==> config.mk <==
export PLATFORM = sky130hd
export DESIGN_NAME = reg_alu_seq
export DESIGN_NICKNAME = d
export VERILOG_FILES = /design/src/rtl/reg_alu_pkg.sv /design/src/rtl/reg_alu_dec.sv /design/src/rtl/reg_alu_seq.sv
export SDC_FILE = /design/constraint.sdc
export NUM_CORES = 1
export LEC_CHECK = 0
export CORE_UTILIZATION = 61
export CTS_CLUSTER_SIZE = 40
export DETAILED_ROUTE_END_ITERATION = 12
export DONT_BUFFER_PORTS = 1
export GPL_TIMING_DRIVEN = 0
export PLACE_DENSITY = 0.88
export SLEW_MARGIN = 10
export SYNTH_ARGS = -nofsm -noshare
export SYNTH_HDL_FRONTEND = slang
export SYNTH_SLANG_ARGS = --single-unit
==> constraint.sdc <==
create_clock -name clk -period 2.1 [get_ports clk]
set_clock_uncertainty 0.1 [all_clocks]
set_input_delay 0.42 -clock clk [delete_from_list [all_inputs] [get_ports clk]]
set_output_delay 0.42 -clock clk [all_outputs]
set_load 0.005 [all_outputs]
==> src/rtl/reg_alu_pkg.sv <==
// reg_alu_pkg: shared encodings for the reg_alu datapath and its instruction sequencer.
package reg_alu_pkg;
  localparam logic [1:0] OPC_LDI = 2'b00;
  localparam logic [1:0] OPC_ALU = 2'b01;
  localparam logic [1:0] OPC_RD  = 2'b10;
  localparam logic [1:0] OPC_NOP = 2'b11;
  localparam logic [1:0] ALU_AND  = 2'b00;
  localparam logic [1:0] ALU_OR   = 2'b01;
  localparam logic [1:0] ALU_NAND = 2'b10;
  localparam logic [1:0] ALU_NOR  = 2'b11;
  localparam int OPC_LSB = 14;
  localparam int RD_LSB  = 11;
  localparam int RA_LSB  = 8;
  localparam int RB_LSB  = 5;
  localparam int OP_LSB  = 3;
  localparam int IMM_LSB = 0;
  typedef enum logic [1:0] {S_IDLE, S_EXEC, S_FLAG, S_RESP} state_t;
  function automatic logic [1:0] opc_of(input logic [15:0] w);
    return w[OPC_LSB +: 2];
  endfunction
endpackage

==> src/rtl/reg_alu_dec.sv <==
// reg_alu_dec: Moore decode of (state, IR) into the reg_alu control signals.
module reg_alu_dec
  import reg_alu_pkg::*;
#(
  parameter int DW = 8,
  parameter int AW = 3
) (
  input  state_t          state,
  input  logic [15:0]     ir,
  output logic            ra_sel,
  output logic            ra_wr,
  output logic [1:0]      ra_op,
  output logic [AW-1:0]   ra_rd_addr_a,
  output logic [AW-1:0]   ra_rd_addr_b,
  output logic [AW-1:0]   ra_wr_addr,
  output logic [DW-1:0]   ra_d_in
);
  logic [1:0] opc;
  logic       exec;
  assign opc          = opc_of(ir);
  assign exec         = state == S_EXEC;
  assign ra_sel       = exec && opc == OPC_ALU;
  assign ra_wr        = exec && (opc == OPC_LDI || opc == OPC_ALU);
  assign ra_op        = ra_sel ? ir[OP_LSB +: 2] : '0;
  assign ra_rd_addr_a = exec && (opc == OPC_ALU || opc == OPC_RD) ? ir[RA_LSB +: AW] : '0;
  assign ra_rd_addr_b = ra_sel ? ir[RB_LSB +: AW] : '0;
  assign ra_wr_addr   = ra_wr ? ir[RD_LSB +: AW] : '0;
  assign ra_d_in      = exec && opc == OPC_LDI ? ir[IMM_LSB +: DW] : '0;
endmodule

==> src/rtl/reg_alu_seq.sv <==
// reg_alu_seq: instruction sequencer driving reg_alu through a four-state Moore FSM.
module reg_alu_seq
  import reg_alu_pkg::*;
#(
  parameter int DW = 8,
  parameter int AW = 3
) (
  input  logic            clk,
  input  logic            reset,
  input  logic            instr_valid,
  output logic            instr_ready,
  input  logic [15:0]     instr,
  output logic            rsp_valid,
  input  logic            rsp_ready,
  output logic [DW-1:0]   rsp_data,
  output logic            flag_c,
  output logic [7:0]      instr_cnt,
  output logic            ra_sel,
  output logic            ra_wr,
  output logic [1:0]      ra_op,
  output logic [AW-1:0]   ra_rd_addr_a,
  output logic [AW-1:0]   ra_rd_addr_b,
  output logic [AW-1:0]   ra_wr_addr,
  output logic [DW-1:0]   ra_d_in,
  input  logic [DW-1:0]   ra_d_out_a,
  input  logic            ra_cout
);
  state_t      state, next;
  logic [15:0] ir;
  logic [1:0]  opc;
  assign opc         = opc_of(ir);
  assign instr_ready = state == S_IDLE;
  assign rsp_valid   = state == S_RESP;
  always_comb begin
    next = state;
    case (state)
      S_IDLE:  next = instr_valid ? S_EXEC : S_IDLE;
      S_EXEC:  next = opc == OPC_ALU ? S_FLAG : opc == OPC_RD ? S_RESP : S_IDLE;
      S_FLAG:  next = S_IDLE;
      default: next = rsp_ready ? S_IDLE : S_RESP;
    endcase
  end
  always_ff @(posedge clk or negedge reset)
    if (!reset) begin
      state     <= S_IDLE;
      ir        <= '0;
      rsp_data  <= '0;
      flag_c    <= 1'b0;
      instr_cnt <= '0;
    end else begin
      state <= next;
      if (instr_ready && instr_valid) ir <= instr;
      if (state == S_EXEC && opc == OPC_RD) rsp_data <= ra_d_out_a;
      if (state == S_FLAG) flag_c <= ra_cout;
      if (state != S_IDLE && next == S_IDLE) instr_cnt <= instr_cnt + 8'd1;
    end
  reg_alu_dec #(.DW(DW), .AW(AW)) u_dec (
    .state(state),
    .ir(ir),
    .ra_sel(ra_sel),
    .ra_wr(ra_wr),
    .ra_op(ra_op),
    .ra_rd_addr_a(ra_rd_addr_a),
    .ra_rd_addr_b(ra_rd_addr_b),
    .ra_wr_addr(ra_wr_addr),
    .ra_d_in(ra_d_in)
  );
endmodule

==> metrics.md <==
| Metric | Value |
|---|---|
| Min cycle time layout | 2010 ps |
| Crit Path Max Fanout | 10 |
| H-tree Lvls | 2 |
| Mux cell area share after synthesis | 17.0% |
| Core Area | 2500 um2 |
| Finish-stage setup viols | 0 |
| Syn avg cell area | 12.6 um2 |
| Final Util | 72.5% |
| Worst EP required | 1580 ps |
| First-pass GRT wire length | 4.48 mm |
| DIE AREA | 2890 um2 |
| CTS clock-pin slew for the worst setup and hold paths | 100 ps |
| Cts bufs inserted | 5 |
| Final nets | 173 |
| Worst path most repeated cell | buf_4 |
| Yosys top cell area share | 53.7% |
| Initial DRC Count | 18 |
| First-pass DRT Iterations | 4 |
| Ant diodes | 0 |
| Row count | 18 |
| Synth Flop Type | dfrtp_1 |
| Compound-cell area share of the yosys netlist | 2.99% |
| Pwr dens | 1530 nW/um2 |
| Synth Area in XOR/XNOR | 3.76% |
| Crit path capture type | primary output |
| # IOs | 69 |
| Die X | 53.7 um |
| Critical path's largest stage delay | 370 ps |
| Post-Route WL | 2.99 mm |
| Routed WL per cell | 17.5 um |
| Crit path kind | flip-flop to primary output |
| Worst setup SP type | flip-flop |
| Async S/R FF share, synth | 100% |
| Share of layout cells above drive strength 1 | 33.3% |
| Synth Area in Adders | 3.07% |
| Yosys warns | 0 |
| DR vias | 1034 |
| Fin. max-slew vios | 0 |
| Die Ht | 53.7 um |
| IO Port Bufs | 0 |
| Starting Density | 65.3% |
| Max IR drop VDD | 1160 uV |
| Slew @ Worst Pin | 354 ps |
| Top post-synthesis cells by area | dfrtp_1 54%, mux2_2 12%, and3_1 6.1% |
| Hold Path Class | primary input to flip-flop |
| Initial antenna violation count | 0 |
| Most frequent cells after synthesis | 35 x dfrtp_1, 18 x mux2_2, 16 x and3_1 |
| Gate Count Post-Synth | 129 |
| Place WS | 296 ps |
| Maximum number of pins on one net before global-route repair | 36 |
| Simple-gate share of the synthesized area | 16.6% |
| Critical-path top delay cell | dfrtp_1 |
| Post-Syn Area | 1630 um2 |
| Fill count | 184 |
| WP data arrival | 1490 ps |
| RSZ-0062 raised after global routing | true |
| CP bufs+invs | 3 |
| Status | completed |
| Clk Tree Root Cell | clkbuf_4 |
| CTS tree | yes |
| Synth area leader | dfrtp_1 |
| Final HPWL DP | 2.14 mm |
| Distinct cells, synth | 28 |
| DRC | 0 |
| Setup WS post-layout | 86.3 ps |
| EDFF count, synth | 0 |
| Clock Latency Late Sink | 330 ps |
| Max frequency | 497 MHz |
| Clock sink count | 35 |
| Main combinational cell family by area after synthesis | multiplexers |
| Post-Syn Nets | 162 |
| Gr ovfl total | 0 |
| Gr usage total | 23.3% |
| Post-synthesis sequential area ratio | 53.7% |
| Vias in the first global route | 971 |
| Gpl congestion | 0.686 |
| Synth-to-Final Area Change | 11.1% |
| Vias per Instance | 6.05 |
| Cell with the most instances after synthesis | dfrtp_1 |
| Footprint of the multi-input gates | 716 um2 |
| Part of the cycle the worst path needs | 95.9% |
| Seq cells post-synth | 35 |
| Largest delay share family, worst path | buffers and inverters |
| # Max-Cap Violations | 0 |
| Cell Chain, Critical Path | buf_4, nor2b_2, buf_4, buf_4, and3_1 |
| Number of routed nets with antenna violations | 0 |
| Final hold vios | 0 |
| Clock Tree Buf Depth | 2 |
| FF/Latch Area | 876 um2 |
| Pleak | 0.880 nW |
| Max-slew headroom | 76.4% |
[metal layers]
layer,up-vias,GRT usage (%),share of wire (%)
met5,-,0,0
met1,520,26.9,41
met2,36,37.0,51
met4,0,13.2,2.1
li1,471,-,-
met3,7,8.47,6.0
[registers in the layout, summed over array words and instances (netlist names)]
name,flops
ir,16
instr_cnt,8
rsp_data,8
state,2
flag_c,1
[area by class of cell]
class | count | area share (%)
multi-input combinational | 87 | 39.5
clock buffer | 6 | 2.83
inverter | 2 | 0.414
buffer | 5 | 2.48
tap | 30 | 2.07
clock inverter | 2 | 1.93
timing repair buffer | 4 | 2.48
sequential | 35 | 48.3
[path summary, 6_finish.rpt]
path,from,cells past startpoint,endpoint,slack (ps)
hold reg to reg,instr_cnt[7]$_DFFE_PN0P_,1,instr_cnt[7]$_DFFE_PN0P_,400
hold / removal,instr[15],2,ir[15]$_DFFE_PN0P_,110
setup / recovery,state[1]$_DFF_PN0_,5,ra_rd_addr_a[1],90
min in group asynchronous,reset,2,instr_cnt[5]$_DFFE_PN0P_,440
max in group asynchronous,reset,2,ir[1]$_DFFE_PN0P_,1280
setup reg to reg,ir[14]$_DFFE_PN0P_,6,instr_cnt[3]$_DFFE_PN0P_,350
[metrics by stage]
stage	power (mW)	cell area, um2	TNS (ps)	hold WS [ps]	cells
after global routing	2.98	1810	-16.2	107	171
after global placement	2.15	1670	0	25.1	159
after CTS	2.79	1810	0	98.5	171
final	2.77	1810	0	105	171
after floorplan	1.99	1630	0	24.4	129
after detailed placement	2.23	1670	0	25.0	159
[cells by family after synthesis]
family	Yosys count
flip-flops	35
multiplexers	23
AO/OA/AOI/OAI	7
XOR/XNOR	7
adder cells (fa/ha/maj)	4
AND/OR/NAND/NOR	46
buffers and inverters	7
[power by group]
part           switching (mW)  internal (mW)  leakage, nW
registers               0.248          0.991        0.422
clock network           0.214          0.281       0.0482
logic                   0.480          0.557        0.409
total                   0.941           1.83        0.880
[layout by cell type, fill, tap and decap left out, types with 2 or more instances in the layout]
cell	n
dfrtp_1	35
mux2_2	18
and3_1	16
nand2_1	10
and2_1	6
buf_4	5
mux2_4	5
clkbuf_4	5
nand4_1	4
xnor2_1	4
xor2_1	3
inv_1	2
o21a_1	2
buf_6	2
nor2_1	2
o21ai_0	2
ha_1	2
ha_2	2
[repair_timing]
action                                  4_1_cts  5_1_grt
resized for setup                             2        3
hold buffers                                  2        0
endpoints found under the setup margin       12       12
hold endpoints to repair                     35        0
buffers inserted                              2        0
Power figures use the tool's default switching activity.
